**src/rtl/eth_rx_frame_ctrl.sv**
```systemverilog
// Receive-side frame controller: RMII byte stream -> slotted packet buffer RAM.
//
// Each incoming frame is written into the next free ring slot while its CRC-32
// and length are checked. Good frames are committed to an in-order descriptor
// ring. Bad frames, and frames that arrive when every slot is in use, are
// dropped and counted. The consumer releases slots oldest-first with rel.
//
// Ports:
//   clk50        50 MHz clock (sole clock)
//   rst_n        asynchronous active-low reset
//   in_data      received byte, valid when in_valid
//   in_valid     one-cycle strobe per byte (at most one per 4 clocks)
//   in_eop       one-cycle pulse after the last byte of a frame
//   buf_wr_en    RAM write strobe (registered)
//   buf_wr_addr  RAM address {slot, byte index} (registered)
//   buf_wr_data  RAM write data (registered)
//   rdy          at least one committed frame is pending
//   rdy_slot     slot of the oldest pending frame
//   rdy_len      length of the oldest pending frame, FCS excluded
//   rel          release the oldest pending slot
//   drop_full    frames dropped for lack of a free slot (saturating)
//   drop_bad     frames dropped for bad CRC or length (saturating)
module eth_rx_frame_ctrl #(
    parameter int unsigned SLOTS   = 4,
    parameter int unsigned MIN_LEN = 64,
    parameter int unsigned MAX_LEN = 1522,
    localparam int unsigned SW     = $clog2(SLOTS)
) (
    input  logic           clk50,
    input  logic           rst_n,
    input  logic [7:0]     in_data,
    input  logic           in_valid,
    input  logic           in_eop,
    output logic           buf_wr_en,
    output logic [SW+10:0] buf_wr_addr,
    output logic [7:0]     buf_wr_data,
    output logic           rdy,
    output logic [SW-1:0]  rdy_slot,
    output logic [10:0]    rdy_len,
    input  logic           rel,
    output logic [15:0]    drop_full,
    output logic [15:0]    drop_bad
);

    localparam logic [10:0] MinLen    = 11'(MIN_LEN);
    localparam logic [10:0] MaxLen    = 11'(MAX_LEN);
    localparam logic [SW:0] CountFull = (SW+1)'(SLOTS);
    localparam logic [31:0] CrcResid  = 32'hDEBB20E3;

    typedef enum logic [2:0] {
        StIdle,
        StRecv,
        StCheck,
        StDiscard,
        StDiscardBad
    } state_e;

    state_e        state_q;
    logic [10:0]   byte_cnt_q;
    logic [31:0]   crc_q;
    logic [SW-1:0] wr_ptr_q;
    logic [SW-1:0] rd_ptr_q;
    logic [SW:0]   count_q;
    logic [10:0]   len_table_q [SLOTS];

    logic          frame_good;
    logic          commit;
    logic          do_rel;
    logic [10:0]   len_commit;
    logic [SW-1:0] wr_ptr_d;
    logic [SW-1:0] rd_ptr_d;
    logic [SW:0]   count_d;
    logic [10:0]   rdy_len_d;

    // Reflected CRC-32 (poly 0xEDB88320), one byte, LSB first.
    function automatic logic [31:0] crc_byte(input logic [31:0] c, input logic [7:0] d);
        logic [31:0] r;
        r = c;
        for (int i = 0; i < 8; i++) begin
            r = (r >> 1) ^ ((r[0] ^ d[i]) ? 32'hEDB88320 : 32'h0);
        end
        return r;
    endfunction

    always_comb begin
        frame_good = (crc_q == CrcResid) && (byte_cnt_q >= MinLen) && (byte_cnt_q <= MaxLen);
        commit     = (state_q == StCheck) && frame_good;
        do_rel     = rel && (count_q != '0);
        len_commit = byte_cnt_q - 11'd4;
        wr_ptr_d   = commit ? wr_ptr_q + 1'b1 : wr_ptr_q;
        rd_ptr_d   = do_rel ? rd_ptr_q + 1'b1 : rd_ptr_q;
        count_d    = count_q;
        case ({commit, do_rel})
            2'b10:   count_d = count_q + 1'b1;
            2'b01:   count_d = count_q - 1'b1;
            default: count_d = count_q;
        endcase
        // A frame committed on this edge may itself become the oldest pending
        // one (ring was empty, or its only entry is being released); bypass
        // the table so rdy_len is correct on the same edge as rdy.
        if (commit && (rd_ptr_d == wr_ptr_q)) begin
            rdy_len_d = len_commit;
        end else begin
            rdy_len_d = len_table_q[rd_ptr_d];
        end
    end

    always_ff @(posedge clk50 or negedge rst_n) begin
        if (!rst_n) begin
            state_q     <= StIdle;
            byte_cnt_q  <= '0;
            crc_q       <= '0;
            wr_ptr_q    <= '0;
            rd_ptr_q    <= '0;
            count_q     <= '0;
            for (int i = 0; i < SLOTS; i++) begin
                len_table_q[i] <= '0;
            end
            buf_wr_en   <= 1'b0;
            buf_wr_addr <= '0;
            buf_wr_data <= '0;
            rdy         <= 1'b0;
            rdy_slot    <= '0;
            rdy_len     <= '0;
            drop_full   <= '0;
            drop_bad    <= '0;
        end else begin
            buf_wr_en <= 1'b0;

            wr_ptr_q <= wr_ptr_d;
            rd_ptr_q <= rd_ptr_d;
            count_q  <= count_d;
            if (commit) begin
                len_table_q[wr_ptr_q] <= len_commit;
            end
            rdy      <= (count_d != '0);
            rdy_slot <= rd_ptr_d;
            rdy_len  <= rdy_len_d;

            case (state_q)
                StIdle: begin
                    if (in_valid) begin
                        if (count_q == CountFull) begin
                            state_q <= StDiscard;
                        end else begin
                            buf_wr_en   <= 1'b1;
                            buf_wr_addr <= {wr_ptr_q, 11'd0};
                            buf_wr_data <= in_data;
                            byte_cnt_q  <= 11'd1;
                            crc_q       <= crc_byte(32'hFFFFFFFF, in_data);
                            state_q     <= StRecv;
                        end
                    end
                end
                StRecv: begin
                    if (in_valid) begin
                        if (byte_cnt_q == MaxLen) begin
                            state_q <= StDiscardBad;
                        end else begin
                            buf_wr_en   <= 1'b1;
                            buf_wr_addr <= {wr_ptr_q, byte_cnt_q};
                            buf_wr_data <= in_data;
                            byte_cnt_q  <= byte_cnt_q + 11'd1;
                            crc_q       <= crc_byte(crc_q, in_data);
                        end
                    end else if (in_eop) begin
                        state_q <= StCheck;
                    end
                end
                StCheck: begin
                    if (!frame_good && (drop_bad != 16'hFFFF)) begin
                        drop_bad <= drop_bad + 16'd1;
                    end
                    state_q <= StIdle;
                end
                StDiscard: begin
                    if (in_eop) begin
                        if (drop_full != 16'hFFFF) begin
                            drop_full <= drop_full + 16'd1;
                        end
                        state_q <= StIdle;
                    end
                end
                StDiscardBad: begin
                    if (in_eop) begin
                        if (drop_bad != 16'hFFFF) begin
                            drop_bad <= drop_bad + 16'd1;
                        end
                        state_q <= StIdle;
                    end
                end
                default: state_q <= StIdle;
            endcase
        end
    end

endmodule

```
**config.mk**
```make
export PLATFORM = sky130hd
export DESIGN_NAME = eth_rx_frame_ctrl
export DESIGN_NICKNAME = d
export VERILOG_FILES = /design/src/rtl/eth_rx_frame_ctrl.sv
export SDC_FILE = /design/constraint.sdc
export NUM_CORES = 1
export LEC_CHECK = 0
export CORE_MARGIN = 4
export CORE_UTILIZATION = 37
export DETAILED_ROUTE_END_ITERATION = 16
export PLACE_DENSITY = 0.64
export SLEW_MARGIN = 20
export SYNTH_ARGS = -nofsm -noshare
export SYNTH_HDL_FRONTEND = slang
export SYNTH_SLANG_ARGS = --single-unit
```
**constraint.sdc**
```tcl
create_clock -name clk50 -period 3.3 [get_ports clk50]
set_input_delay 0.33 -clock clk50 [delete_from_list [all_inputs] [get_ports clk50]]
set_output_delay 0.33 -clock clk50 [all_outputs]
set_load 0.01 [all_outputs]
```
==> flow_results.org, run 1 <==
** Power and ir drop
- The worst-case IR drop observed on VDD is 0.000496 V.
- In this run the static leakage power is 5.03 nW.
- Final Power :: around 9.5 mW
- Power spread over the standard cell area amounts to 864 nW/um^2.

** Detailed routing
- DR WL/cell :: 17.3 microns
- The first detailed-routing pass took 5 iterations.
- Routed wl met2 :: 10,100 microns
- Final routed wirelength across all metal layers :: 21,100 microns
- Via count of the routed design :: 6,195
- Topmost layer with routed signal wires :: met4
- Met3 wire length :: 881 microns
- Met1 wire length :: 9890 microns
- For this block, the initial DRC count from the detailed router was 498.
- Antenna-violating nets left :: 0
- For this run, design rule violations remaining after detail routing come to 0.
- In the routed layout, each cell is associated on average with a via count of about 5.1.

** Timing
- Hold is met by 0.297 ns.
- Worst-case clock skew :: 0.0177 ns
- Slew at the pin closest to its max-slew limit :: 0.922 ns
- The count of pins over their slew limit is 0.
- Total negative setup slack :: 0 ns
- Number of failing hold endpoints at the final stage :: 0
- For the finished layout, the period the worst path requires is 2.88 ns.
- Derived from the worst setup path, the maximum achievable clock frequency is 0.347 GHz.
- Max-Slew Margin vs Limit :: 38.5%
- Setup repair after global routing left no endpoint under its margin.
- Final period util :: 87.3%
- Setup violations remaining at the end of the flow were counted as 0.

** Clock network
- The H-tree was split into 4 levels.
- After clock tree synthesis, the repair step resized 0 gates.
- Root buffer cell :: sky130_fd_sc_hd__clkbuf_16
- # clock sinks :: between 150 and 200
- No sink is reached through more buffers than the 2 on the longest clock path.
- Clock-pin slew was measured on the worst setup and hold paths at 0.08 ns.
- The number of clock buffers added by TritonCTS is 17.
- For the worst-skew pair, the clock arrives at the later sink with an insertion delay of 0.43 ns.
- TritonCTS clock tree :: yes

** Placed design
- The placed instances occupy a cell area of 10,400 sq um.
- Hpwl dp :: 14,400 microns
- At the end of routability-driven placement, the weighted congestion stood at 0.832.
- Port Buffers :: 80

** Final layout
- Multi-input gate area :: around 4800 sq um
- Count of inserted antenna diode cells :: 0
- Of the cells placed in the final design, the portion with a size suffix greater than 1 is 17.8%.
- Area delta synth->final :: 19.7%
- The finished cells cover 11,100 sq um.
- Sequential standard cell area :: 4080 sq um
- Most frequent cells in the layout :: sky130_fd_sc_hd__dfrtp_1, sky130_fd_sc_hd__nand2_1, sky130_fd_sc_hd__clkdlybuf4s50_1
- Fill cell instance count of the final layout :: about 2,300
- Leading cell type in the layout, fill and taps excluded :: sky130_fd_sc_hd__dfrtp_1
- Layout Nets :: a little over 900

** Setup path
- STA classifies the critical path startpoint as a flip-flop.
- Sort of element at the end of the critical path :: flip-flop
- Required time of the critical path :: 3.60 ns
- Crit path DAT :: 3.18 ns
- Critical-path maximum fanout :: 3
- The worst setup path is of the flip-flop to flip-flop kind.
- Measured in cells, the most critical reg-to-reg path has a length of 9.

** Global routing
- The number of global-route vias before repair is 6,377.
- The initial antenna violation count is 0.
- Global-route wire length before repair :: ~35,000 microns
- Summed over all layers, the global routing overflow is 0.
- Gr usage total :: between 15 and 20%
- Maximum number of pins on one net before global-route repair :: 148

** Synth
- Of all flip-flops after synthesis, the portion carrying an async set or reset was 100%.
- Count of synthesis-stage warnings from yosys :: 0
- Total nets after synthesis :: 839
- Counting flops and latches in the post-synthesis netlist gives roughly 160.
- Distinct cell type count of the synthesized netlist :: 66
- The most used flip-flop cell after synthesis is sky130_fd_sc_hd__dfrtp_1.
- Each instance of the synthesized netlist takes up on average 11.4 sq um.
- Number of synthesized flops with an enable pin :: 0
- Post-synthesis cell area :: between 9000 and 10,000 sq um
- Portion of the post-synthesis area used by sequential elements :: 44.2%
- After technology mapping, the gate count stands at just over 800.

** Die
- Core region area :: roughly 24,000 sq um
- After floorplanning, the core was divided into 57 placement rows.
- Number of placed I/O pins :: 81
- The die covers between 20,000 and 30,000 sq um.
- The die is around 170 microns tall.
- Once the floorplan was initialized, standard cells occupied a little under two fifths of the core.
- Die Span X :: around 170 microns

** Status
- Run status :: completed

** Hold path
- The worst hold path belongs to the class input port to asynchronous set/reset pin.

** Run
- Max-cap violations in this run came to 0.
-- layout make-up --
cell class	count	area share (%)
inverter	21	0.713
clock buffer	17	3.85
timing repair buffer	112	9.56
tap	324	3.67
multi-input combinational	572	43.5
clock inverter	15	1.81
sequential	163	36.9
-- layer usage --
metal,vias up,global-route usage [%]
li1,2978,-
met5,-,0
met3,24,3.09
met4,0,4.34
met1,3052,21.8
met2,141,25.0
-- flip-flops by register name, summed over array words and instances, names as in the netlist --
name	count
buf_wr_data	8
rdy	1
byte_cnt_q	11
state_q	3
rd_ptr_q	2
len_table_q	44
wr_ptr_q	2
buf_wr_en	1
drop_full	16
rdy_len	11
drop_bad	16
crc_q	32
buf_wr_addr	13
count_q	3
-- critical path, cell delays in order, from the launching register on --
cell and delay [ns]:
sky130_fd_sc_hd__dfrtp_1 0.43, sky130_fd_sc_hd__nand2b_1 0.19, sky130_fd_sc_hd__nor3_1 0.19, sky130_fd_sc_hd__nand4_1 0.15, sky130_fd_sc_hd__nor4_1 0.32, sky130_fd_sc_hd__nand3_1 0.13, sky130_fd_sc_hd__ha_1 0.26, sky130_fd_sc_hd__fa_1 0.43
sky130_fd_sc_hd__mux2_2 0.28, sky130_fd_sc_hd__or3_1 0.37
-- cells in the mapped netlist (4+ instances only) --
| master | number | area [sq um] |
|---|---|---|
| sky130_fd_sc_hd__mux2_4 | 8 | 120 |
| sky130_fd_sc_hd__o21ai_0 | 40 | 200 |
| sky130_fd_sc_hd__mux4_2 | 11 | 248 |
| sky130_fd_sc_hd__clkbuf_1 | 29 | 109 |
| sky130_fd_sc_hd__dfrtp_1 | 163 | 4080 |
| sky130_fd_sc_hd__mux2i_1 | 6 | 60.1 |
| sky130_fd_sc_hd__and4b_1 | 5 | 50.1 |
| sky130_fd_sc_hd__buf_6 | 4 | 45.0 |
| sky130_fd_sc_hd__nor4b_1 | 6 | 52.6 |
| sky130_fd_sc_hd__nand4b_1 | 4 | 35.0 |
| sky130_fd_sc_hd__inv_1 | 21 | 78.8 |
| sky130_fd_sc_hd__xnor2_1 | 68 | 596 |
| sky130_fd_sc_hd__xnor3_4 | 4 | 105 |
| sky130_fd_sc_hd__nor3_1 | 17 | 85.1 |
| sky130_fd_sc_hd__nand2b_1 | 6 | 37.5 |
| sky130_fd_sc_hd__o31ai_1 | 5 | 37.5 |
| sky130_fd_sc_hd__xor2_1 | 46 | 403 |
| sky130_fd_sc_hd__or3_1 | 5 | 31.3 |
| sky130_fd_sc_hd__xnor3_1 | 11 | 248 |
| sky130_fd_sc_hd__ha_1 | 12 | 150 |
| sky130_fd_sc_hd__or4_1 | 5 | 37.5 |
| sky130_fd_sc_hd__a21oi_1 | 12 | 60.1 |
| sky130_fd_sc_hd__xor3_1 | 5 | 119 |
| sky130_fd_sc_hd__xnor2_2 | 6 | 97.6 |
| sky130_fd_sc_hd__nand4_1 | 10 | 62.6 |
| sky130_fd_sc_hd__and4_1 | 5 | 43.8 |
| sky130_fd_sc_hd__nand3_1 | 16 | 80.1 |
| sky130_fd_sc_hd__nand2_1 | 97 | 364 |
| sky130_fd_sc_hd__a22o_1 | 12 | 105 |
| sky130_fd_sc_hd__buf_2 | 20 | 100 |
| sky130_fd_sc_hd__nor2_1 | 35 | 131 |
| sky130_fd_sc_hd__mux2_2 | 45 | 507 |
| sky130_fd_sc_hd__a31oi_1 | 7 | 43.8 |
| sky130_fd_sc_hd__nor4_1 | 13 | 81.3 |
| sky130_fd_sc_hd__and3_1 | 5 | 31.3 |
-- stage by stage --
stage | utilization, % | setup WS, ns | std cells
2_1_floorplan | - | 0.687 | 813
3_3_place_gp | 42.6 | 0.393 | 1191
3_5_place_dp | 42.6 | 0.352 | 1191
4_1_cts | 45.2 | 0.425 | 1224
5_1_grt | 45.2 | 0.117 | 1224
6_report | 45.2 | 0.420 | 1224
-- where the power goes --
group / leakage, nW / switching [mW] / internal (mW) / total (mW)
Sequential: 2.16 / 0.484 / 2.35 / 2.83
Clock: 0.305 / 0.964 / 1.10 / 2.07
Combinational: 2.57 / 2.04 / 2.61 / 4.65
-- path summary, 6_finish.rpt --
| kind | slack (ns) | to | start |
|---|---|---|---|
| worst max-delay path | 0.42 | rdy | crc_q[15] |
| worst min register to register | 0.48 | buf_wr_data[7] | buf_wr_data[7] |
| min in group clk50 | 0.48 | buf_wr_data[7] | buf_wr_data[7] |
| worst min-delay path | 0.30 | drop_full[9] | rst_n |
| worst max register to register | 0.42 | rdy | crc_q[15] |
| max in group asynchronous | 1.91 | crc_q[11] | rst_n |
-- repair_timing --
| action | CTS | global route |
|---|---|---|
| buffers inserted | 0 | 0 |
| hold buffers | 1 | 0 |
| endpoints found under the hold margin | 16 | 0 |
-- cell families after synthesis --
family                     after synthesis  share of synthesized area [%]
AOI/OAI and AO/OA                       99                           7.29
xor gates and xnor gates               148                           19.3
adders and majority gates               13                           1.84
buffers and inverters                   78                           3.89
DFF                                    163                           44.2
muxes                                   71                           10.2
and+or+nand+nor                        241                           13.2
Power figures use the tool's default switching activity.
==> run 2: changes to the inputs <==
Settings changed: CTS_CLUSTER_SIZE from default to 25.
==> results of run 2 <==
Same layout as run 1: the final DEF is identical, and so are final timing and power.
